`src/rtl/reg_share_arbiter_pkg.sv`:
```
// Shared definitions for the round-robin register-share arbiter: FSM encoding,
// requester count and a one-hot helper.
package reg_share_arbiter_pkg;

  localparam int unsigned NREQ = 4;
  localparam int unsigned IDXW = 2;

  typedef enum logic [1:0] {
    ST_IDLE  = 2'd0,
    ST_GRANT = 2'd1,
    ST_LOAD  = 2'd2,
    ST_HOLD  = 2'd3
  } state_e;

  function automatic logic [NREQ-1:0] onehot4(input logic [IDXW-1:0] idx);
    onehot4 = NREQ'(1) << idx;
  endfunction

endpackage

```
`src/rtl/reg_share_arbiter_rr_pick4.sv`:
```
// Rotate-priority search over four requesters: first set bit after 'last',
// wrapping around, with 'last' itself considered lowest priority.
module rr_pick4
  import reg_share_arbiter_pkg::*;
(
  input  logic [NREQ-1:0] req,
  input  logic [IDXW-1:0] last,
  output logic [IDXW-1:0] pick,
  output logic            any
);

  logic [IDXW-1:0] idx_c;
  logic            found_c;

  always_comb begin
    pick    = '0;
    idx_c   = '0;
    found_c = 1'b0;
    any     = |req;
    for (int k = 1; k <= int'(NREQ); k++) begin
      idx_c = last + IDXW'(k);
      if (!found_c && req[idx_c]) begin
        pick    = idx_c;
        found_c = 1'b1;
      end
    end
  end

endmodule

```
`src/rtl/reg_share_arbiter.sv`:
```
// Round-robin arbiter and load sequencer for one shared W-bit register: grants a
// requester, loads its data slice once, then holds ownership before rearbitrating.
module reg_share_arbiter
  import reg_share_arbiter_pkg::*;
#(
  parameter int unsigned W    = 4,
  parameter int unsigned HOLD = 2
) (
  input  logic               c,
  input  logic               re,
  input  logic [NREQ-1:0]    req,
  input  logic [NREQ*W-1:0]  din,
  output logic [NREQ-1:0]    gnt,
  output logic [IDXW-1:0]    owner,
  output logic               busy,
  output logic               ack,
  output logic [W-1:0]       q
);

  localparam int unsigned CNTW = (HOLD <= 2) ? 1 : $clog2(HOLD);

  if (HOLD < 1) begin : g_bad_hold
    $error("reg_share_arbiter: HOLD must be at least 1");
  end

  state_e          state_q, state_d;
  logic [NREQ-1:0] gnt_q, gnt_d;
  logic [IDXW-1:0] owner_q, owner_d;
  logic            busy_q, busy_d;
  logic            ack_q, ack_d;
  logic [W-1:0]    q_q, q_d;
  logic [IDXW-1:0] last_q, last_d;
  logic [CNTW-1:0] cnt_q, cnt_d;

  logic [IDXW-1:0] pick_c;
  logic            any_c;
  logic [W-1:0]    slice_c;

  rr_pick4 u_pick (
    .req  (req),
    .last (last_q),
    .pick (pick_c),
    .any  (any_c)
  );

  assign slice_c = din[32'(owner_q) * W +: W];

  always_ff @(posedge c) begin
    if (re) begin
      state_q <= ST_IDLE;
      gnt_q   <= '0;
      owner_q <= '0;
      busy_q  <= 1'b0;
      ack_q   <= 1'b0;
      q_q     <= '0;
      last_q  <= IDXW'(NREQ - 1);
      cnt_q   <= '0;
    end else begin
      state_q <= state_d;
      gnt_q   <= gnt_d;
      owner_q <= owner_d;
      busy_q  <= busy_d;
      ack_q   <= ack_d;
      q_q     <= q_d;
      last_q  <= last_d;
      cnt_q   <= cnt_d;
    end
  end

  always_comb begin
    state_d = state_q;
    gnt_d   = gnt_q;
    owner_d = owner_q;
    busy_d  = busy_q;
    ack_d   = 1'b0;
    q_d     = q_q;
    last_d  = last_q;
    cnt_d   = cnt_q;
    case (state_q)
      ST_IDLE: begin
        if (any_c) begin
          gnt_d   = onehot4(pick_c);
          owner_d = pick_c;
          busy_d  = 1'b1;
          last_d  = pick_c;
          state_d = ST_GRANT;
        end
      end
      ST_GRANT: begin
        // A withdrawn owner releases without loading; last stays on it.
        if (req[owner_q]) begin
          q_d     = slice_c;
          ack_d   = 1'b1;
          state_d = ST_LOAD;
        end else begin
          gnt_d   = '0;
          busy_d  = 1'b0;
          state_d = ST_IDLE;
        end
      end
      ST_LOAD: begin
        if (HOLD == 1) begin
          gnt_d   = '0;
          busy_d  = 1'b0;
          state_d = ST_IDLE;
        end else begin
          cnt_d   = CNTW'(HOLD - 32'd2);
          state_d = ST_HOLD;
        end
      end
      ST_HOLD: begin
        if (cnt_q == '0) begin
          gnt_d   = '0;
          busy_d  = 1'b0;
          state_d = ST_IDLE;
        end else begin
          cnt_d = cnt_q - CNTW'(1);
        end
      end
      default: state_d = ST_IDLE;
    endcase
  end

  assign gnt   = gnt_q;
  assign owner = owner_q;
  assign busy  = busy_q;
  assign ack   = ack_q;
  assign q     = q_q;

endmodule

```
`config.mk`:
```
export PLATFORM = sky130hd
export DESIGN_NAME = reg_share_arbiter
export DESIGN_NICKNAME = d
export VERILOG_FILES = /design/src/rtl/reg_share_arbiter_pkg.sv /design/src/rtl/reg_share_arbiter_rr_pick4.sv /design/src/rtl/reg_share_arbiter.sv
export SDC_FILE = /design/constraint.sdc
export NUM_CORES = 1
export LEC_CHECK = 0
export BUFFER_PORTS_ARGS = -buffer_cell sky130_fd_sc_hd__buf_4
export CAP_MARGIN = 30
export CORE_MARGIN = 8
export CORE_UTILIZATION = 35
export CTS_CLUSTER_SIZE = 24
export DETAILED_ROUTE_END_ITERATION = 8
export PLACE_DENSITY = 0.68
export SLEW_MARGIN = 20
export SYNTH_ARGS = -nofsm -noshare
export SYNTH_HDL_FRONTEND = slang
export SYNTH_SLANG_ARGS = --single-unit
```
`constraint.sdc`:
```
create_clock -name c -period 5.2 [get_ports c]
set_input_delay 0.52 -clock c [delete_from_list [all_inputs] [get_ports c]]
set_output_delay 0.52 -clock c [all_outputs]
set_load 0.005 [all_outputs]
```
Word-level counts from Yosys, hierarchy flattened
Index checks and enable logic that the tools add are counted.

Output and inout port bits: 12. Register bits after elaboration: 17. Input bits: 22.

Magnitude comparators: 5. $add $sub $neg: 4. Bitwise logic cells: 1. Muxes and demuxes: 32. Shift operators: 2. Reductions and logical operators: 15. Equal/unequal tests: 6.

Operators by type and width (number): 16-bit by 5-bit variable part select with 4-bit output (1); 2-bit by 3-bit less-than comparator with 1-bit output, second input constant (5); 2-bit 2-to-1 mux (7); 1-bit 2-to-1 mux (13); 4-bit 2-to-1 mux (3); 4-bit case mux with 3 select lines (1); 1-bit binary-select mux with 2-bit select (5); 2-bit case mux with 4 select lines (1); 2-bit != test, second input constant (3); 2-bit AND reduction (3); 2-bit adder, second input constant (2); 2-bit equality test, second input constant (2); 4-bit AND reduction (1); 4-bit OR reduction (1); 1-bit by 2-bit left shift with 4-bit output, first input constant (1); 1-bit logical AND (3); 1-bit logical NOT (3); 1-bit case mux with 3 select lines (1); 3-bit nonzero test (1); 2-bit by 1-bit adder with 2-bit output, second input constant (1); 2-bit by 1-bit equality test with 1-bit output, second input constant (1); 2-bit logical NOT (1); 1-bit case mux with 2 select lines (1); 2-bit nonzero test (1); other kinds (3) (3).

Longest topological paths before layout
Gate-level depths: netlist of the first run.

Depth in word-level cells: 16. Depth in mapped cells: 6.

Cells and area by module
From an unflattened synthesis of the first run, not the netlist that was laid out.

Cell total of the unflattened synthesis: 97. Area total of the unflattened synthesis: 942.2 um2.

By module, submodules not included: reg_share_arbiter (cells each 83, times used 1, area an instance 860.8 um2); rr_pick4 (cells each 14, times used 1, area an instance 81.3 um2).

Worst setup path before layout of the first run
Ideal clock, no wire load.

Path kind: register -> register. Start: register owner_q[0], in the netlist owner[0]. End: register busy_q, in the netlist busy. Slack: 3.442 ns. Stages on the path, launching flop included: 6. Period minus slack after synthesis: 1.758 ns. Arrival: 1.631 ns. Required time: 5.072 ns. Buffers on the path: 1. Setup time: 0.128 ns. Cells stage by stage: dfxtp_1 -> buf_2 -> mux4_2 -> a221o_1 -> a21oi_1 -> nor2_1.

Longest elaborated chain between the ends: 4.

RTL lines: start: declaration (RTL line reg_share_arbiter.sv:28) `logic [IDXW-1:0] owner_q, owner_d;`; start signal: assignment (RTL line reg_share_arbiter.sv:61) `owner_q <= owner_d;`; 1-bit binary-select mux with 2-bit select (RTL line reg_share_arbiter.sv:91) `if (req[owner_q]) begin`; 1-bit 2-to-1 mux (implied by the code) (RTL line reg_share_arbiter.sv:91); 2-bit != test (no line); 4-bit AND reduction (no line); end signal: assignment (RTL line reg_share_arbiter.sv:62) `busy_q <= busy_d;`; end: declaration (RTL line reg_share_arbiter.sv:29) `logic busy_q, busy_d;`.

Every way passes these cells. The select of a mux whose other input is x is not followed. A chain may end at the register's enable or synchronous reset.

Final worst setup path of the first run
Start: register state_q[0]. End: register gnt_q[2], in the netlist gnt[2].

Longest elaborated chain between the ends: 3. Elaborated cells on any way between the ends: 9. Those cells by class: 5 x eq/ne; 1 x mux; 3 x reduce/logical.

RTL lines: start: declaration (RTL line reg_share_arbiter.sv:26) `state_e state_q, state_d;`; start signal: assignment (RTL line reg_share_arbiter.sv:59) `state_q <= state_d;`; 2-bit by 1-bit equality test with 1-bit output, or another cell as far along (RTL line reg_share_arbiter.sv:79) `case (state_q)`; 2-bit != test (no line) / 3-bit nonzero test (equally long branches); 4-bit AND reduction (no line); end signal: assignment (RTL line reg_share_arbiter.sv:60) `gnt_q <= gnt_d;`; end: declaration (RTL line reg_share_arbiter.sv:27) `logic [NREQ-1:0] gnt_q, gnt_d;`.

Several ways; a longest one is shown, not always the timed one.

==> impl_metrics.json, run 1 <==
{
  "status": "finished, final reports clean",
  "critPathArrivalTime_ns": 2.14,
  "yosysTopAreaCell": "dfxtp_1",
  "dp_hpwl_um": 1730,
  "setup_viol": 0,
  "synthCells": 87,
  "worstSetupEndpointType": "flop",
  "syn_to_final_growth_pct": 34.8,
  "io_pins": 34,
  "path_class": "reg -> reg",
  "synth-seq-area-share_pct": 35.7,
  "maxSlewViolCount": 0,
  "wl_um": 2110,
  "fin_area_um2": 1210,
  "worst_pin_slew_ns": 0.476,
  "worstPathRequired_ns": 5.42,
  "clock_latency_ns": 0.29,
  "multi_input_area_um2": 558,
  "vdd_ir_drop_max_v": 0.000169,
  "fin_util_pct": 49.3,
  "grt_pass1_wl_um": 3510,
  "rsz0062_at_grt": "false",
  "clkTransAtPathRegs_ns": 0.10,
  "dp_cells": 148,
  "grt_pass1_vias": 782,
  "grt_max_degree": 17,
  "cts_buffer_depth": 2,
  "synth.area.top_cells": "dfxtp_1, mux4_2, ha_1",
  "place_area_um2": 1170,
  "fill_cells": 230,
  "antenna_cells": 0,
  "drc": 0,
  "p_leak_uw": 0.000542,
  "start_util_pct": 36.6,
  "holdPathStages": 2,
  "async_reset_ff_share_pct": 0,
  "synthDistinctLibCells": 29,
  "grt_overflow": 0,
  "rows": 18,
  "avgRoutedWirePerCell_um": 13.9,
  "p_total_uw": 336,
  "syn_nets": 114,
  "avgSynthCellArea_um2": 10.3,
  "r2r_cells": 5,
  "min_period_ns": 1.92,
  "synth-edff-count": 0,
  "yosys_warnings": 0,
  "final-seq-area_um2": 320,
  "hold_violations": 0,
  "htreeDepth": 1,
  "synth_seq_cells": 16,
  "cp-start-kind": "flop",
  "clockRootBuffer": "clkbuf_4",
  "period_share_pct": 36.9,
  "portBuffers": 33,
  "holdBufCountCts": 0,
  "antenna_found_initial": 0,
  "maxSlewHeadroom_pct": 68.0,
  "cts_setup_buffers": 0,
  "yosys_most_used_dff": "dfxtp_1",
  "die_h_um": 66.7,
  "cts_tree": "done",
  "layout.nets": 150,
  "max_freq_ghz": 0.521,
  "power_density_nw_per_um2": 278,
  "worst_clock_skew_ns": 0.00578,
  "fp.dieW_um": 66.7,
  "clock-sinks": 16,
  "cts_made_buffers": 3,
  "drive_gt1_share_pct": 38.5,
  "yosysTopAreaCellShare_pct": 35.7,
  "cts_resized": 0,
  "cap_violations": 0,
  "hold_class": "reg -> reg",
  "drt_pass1_iterations": 4,
  "gp_congestion": 0.773,
  "grt_use_total_pct": 9.91,
  "setup_tns_ns": 0,
  "die-area_um2": 4440,
  "drtIter0Drc": 9,
  "fp.coreArea_um2": 2450,
  "crit_fanout": 7,
  "drtAntennaViolNets": 0,
  "synth_common_cells": "dfxtp_1, a21oi_1, nor2_1",
  "via_count": 775,
  "final_cells": 152,
  "synth_area_um2": 898,
  "vias_per_cell": 5.10,
  "yosysMostFrequentCell": "dfxtp_1"
}
cell families after synthesis:
family | share of synthesized area [%]
DFF | 35.7
and+or+nand+nor | 18.1
muxes | 19.4
buffers and inverters | 2.23
adders and majority gates | 6.96
AOI/OAI and AO/OA | 17.7
worst max-delay path, stage by stage, from the launching register on:
cell and delay [ns]:
dfxtp_1 0.37, inv_1 0.11, ha_1 0.32, a2111oi_4 0.43, or4b_1 0.49, a21oi_1 0.14
stage by stage:
stage / hold slack, ns / setup WS (ns)
final: 0.465 / 3.28
after global routing: 0.491 / 3.13
after CTS: 0.463 / 3.28
after detailed placement: 0.450 / 3.30
after global placement: 0.449 / 3.33
after floorplan: 0.442 / 3.44
registers in the layout (all words and copies together), names as in the netlist, named ones only:
name     cells
ack          1
state_q      1
busy         1
last_q       2
q            4
gnt          4
owner        2
metal layers:
layer	track usage, %	part of all wire (%)	vias to the layer above
met2	16.8	53	12
met5	0	0	-
met4	4.00	1.1	0
met1	11.7	44	365
met3	2.18	2.3	4
li1	-	-	394
cell usage in the layout (no fill, tap or decap), types with 3 or more instances in the layout:
cell type / netlist / final
mux2i_1: 5 / 5
buf_4: 0 / 33
dfxtp_1: 16 / 16
mux4_2: 5 / 5
clkbuf_4: 0 / 3
a21oi_1: 10 / 10
nand2_1: 8 / 8
inv_1: 3 / 3
ha_1: 5 / 5
nor2_1: 9 / 9
area by class of cell:
cell class              instances  share of cell area (%)
inverters                       3                   0.930
multi-input cells              66                    46.1
clock buffers                   4                    3.00
flip-flops and latches         16                    26.4
repair buffers                 33                    20.5
well taps                      30                    3.10
report_power, final:
group          leakage (µW)  switching (µW)  total, µW  internal [µW]
clock             0.0000210            39.5       82.1           42.6
sequential         0.000131            14.1        150            136
combinational      0.000389            45.4        104           59.0
total              0.000542            99.0        336            237
path summary, 6_finish.rpt:
| kind | slack, ns | startpoint | end |
|---|---|---|---|
| hold / removal | 0.47 | gnt[3] | gnt[3] |
| setup / recovery | 3.28 | state_q[0] | gnt[2] |
| setup reg to reg | 3.28 | state_q[0] | gnt[2] |
| hold reg to reg | 0.47 | gnt[3] | gnt[3] |
(Power assumes the default switching activity.)
==> run 2, diff against run 1 <==
Clock period 5.2 ns to 1.9 ns, I/O delays scaled along.
==> run 2 against run 1 <==
Against the previous run:
- combinational power rose to 3.0 times the previous value
- critical endpoint is now gnt[0]
- sequential power rose to 2.7 times the previous value
- die area unchanged
- power rose to 2.8 times the previous value
- highest routed layer unchanged
- first-iteration DRC count up 78%
==> impl_metrics.json, run 2 (synthesis results as in run 1) <==
{
  "worstReg2RegStart": "state_q[0]",
  "holdPathStages": 2,
  "vdd_ir_drop_max_v": 0.000462,
  "combPwrFrac_pct": 33.6,
  "via_count": 790,
  "worstPathRequired_ns": 2.13,
  "io_pins": 34,
  "hold_class": "in -> reg",
  "syn_to_final_growth_pct": 37.6,
  "gp_congestion": 0.775,
  "wl_um": 2170,
  "r2r_slack_ns": 0.19,
  "grt_overflow": 0,
  "dr_wl_met3_um": 56,
  "met1_length_um": 910,
  "crit_fanout": 7,
  "drt_pass1_iterations": 4,
  "worst_pin_slew_ns": 0.457,
  "seqPwrFrac_pct": 42.3,
  "cp-start-kind": "flop",
  "pre_cts_ws_ns": 0.125,
  "worstSetupEndpointType": "flop",
  "fill_cells": 222,
  "grt_max_degree": 17,
  "setup_viol": 0,
  "switching_share_pct": 29.4,
  "grt_use_total_pct": 10.2,
  "r2r_end": "gnt[0]",
  "rows": 18,
  "path_class": "reg -> reg",
  "setup_tns_ns": 0,
  "antenna_found_initial": 0,
  "rsz0062_at_grt": "false",
  "dp_hpwl_um": 1780,
  "p_leak_uw": 0.000556,
  "maxSlewHeadroom_pct": 69.3,
  "wl_met2_um": 1170,
  "topRoutingLayerUsed": "met4",
  "drtIter0Drc": 16,
  "pwr-share-clk_pct": 24.1,
  "layout_setup_ws_ns": 0.186,
  "final_cell_mix": "buf_4, dfxtp_1, a21oi_1, nor2_1, nand2_1",
  "fin_area_um2": 1240,
  "worst_clock_skew_ns": 0.00800,
  "drtAntennaViolNets": 0,
  "clock_latency_ns": 0.29,
  "status": "finished, final reports clean",
  "portBuffers": 33,
  "grt_pass1_vias": 789,
  "drc": 0,
  "drive_gt1_share_pct": 40.8,
  "max_freq_ghz": 0.584,
  "internal-power_uw": 664,
  "critPathArrivalTime_ns": 1.94,
  "vias_per_cell": 5.10,
  "hold_end": "gnt[2]",
  "min_period_ns": 1.71,
  "start_util_pct": 36.6,
  "layout_commonest_cell": "buf_4",
  "power_density_nw_per_um2": 761,
  "cts_made_buffers": 3,
  "cts_buffer_depth": 2,
  "p_switching_uw": 276,
  "antenna_cells": 0,
  "clockRootBuffer": "clkbuf_4",
  "holdBufCountCts": 0,
  "place_area_um2": 1200,
  "period_share_pct": 90.2,
  "fp.dieW_um": 66.7,
  "cts_tree": "done",
  "die-area_um2": 4440,
  "hold_violations": 0,
  "fp.coreArea_um2": 2450,
  "avgRoutedWirePerCell_um": 14.0,
  "layout.nets": 153,
  "grt_pass1_wl_um": 3560,
  "r2r_cells": 5,
  "cts_setup_buffers": 0,
  "die_h_um": 66.7,
  "clock-sinks": 16,
  "cts_resized": 0,
  "hp-start": "re",
  "cap_violations": 0,
  "clkTransAtPathRegs_ns": 0.10,
  "htreeDepth": 1,
  "maxSlewViolCount": 0
}
-- run 2: worst max-delay path by stage --
stage               startpoint      to  slack [ns]  cells past startpoint
finish              state_q[0]  gnt[0]        0.19                      5
global route              flop  gnt[0]        0.05                      5
CTS                 state_q[0]  gnt[0]        0.10                      5
detailed placement  state_q[0]  gnt[2]        0.13                      5
global placement    state_q[0]  gnt[0]        0.18                      5
floorplan             owner[0]    busy        0.14                      5
-- run 2: routing by layer --
layer,up-vias,GRT usage [%]
li1,402,-
met1,374,12.6
met2,10,16.2
met3,4,2.01
met4,0,5.60
met5,-,0
-- run 2: critical path: stages (launching register included) --
cell and delay (ns):
dfxtp_1 0.37, inv_1 0.11, ha_2 0.26, a2111oi_4 0.33
or4b_1 0.46, a21oi_1 0.14
-- run 2: metrics by stage --
step | hold slack, ns | power [µW] | std cells | util, %
2_1_floorplan | 0.259 | 592 | 87 | -
3_3_place_gp | 0.443 | 715 | 151 | 48.8
3_5_place_dp | 0.451 | 722 | 151 | 48.8
4_1_cts | 0.175 | 953 | 155 | 50.3
5_1_grt | 0.195 | 1010 | 155 | 50.4
6_report | 0.179 | 940 | 155 | 50.4
-- run 2: power by group through the flow --
stage | sequential (µW) | clock (µW) | combinational [µW]
floorplan | 406 | 0 | 186
global placement | 403 | 0 | 312
detailed placement | 405 | 0 | 317
CTS | 398 | 238 | 318
global route | 402 | 254 | 351
finish | 398 | 226 | 316
-- run 2: final cells by class --
class                      instances  area (µm²)  area share [%]
tap                               30        37.5            3.04
multi-input combinational         66         561            45.3
clock buffer                       4        36.3            2.94
timing repair buffer              36         270            21.9
sequential                        16         320            25.9
inverter                           3        11.3           0.911
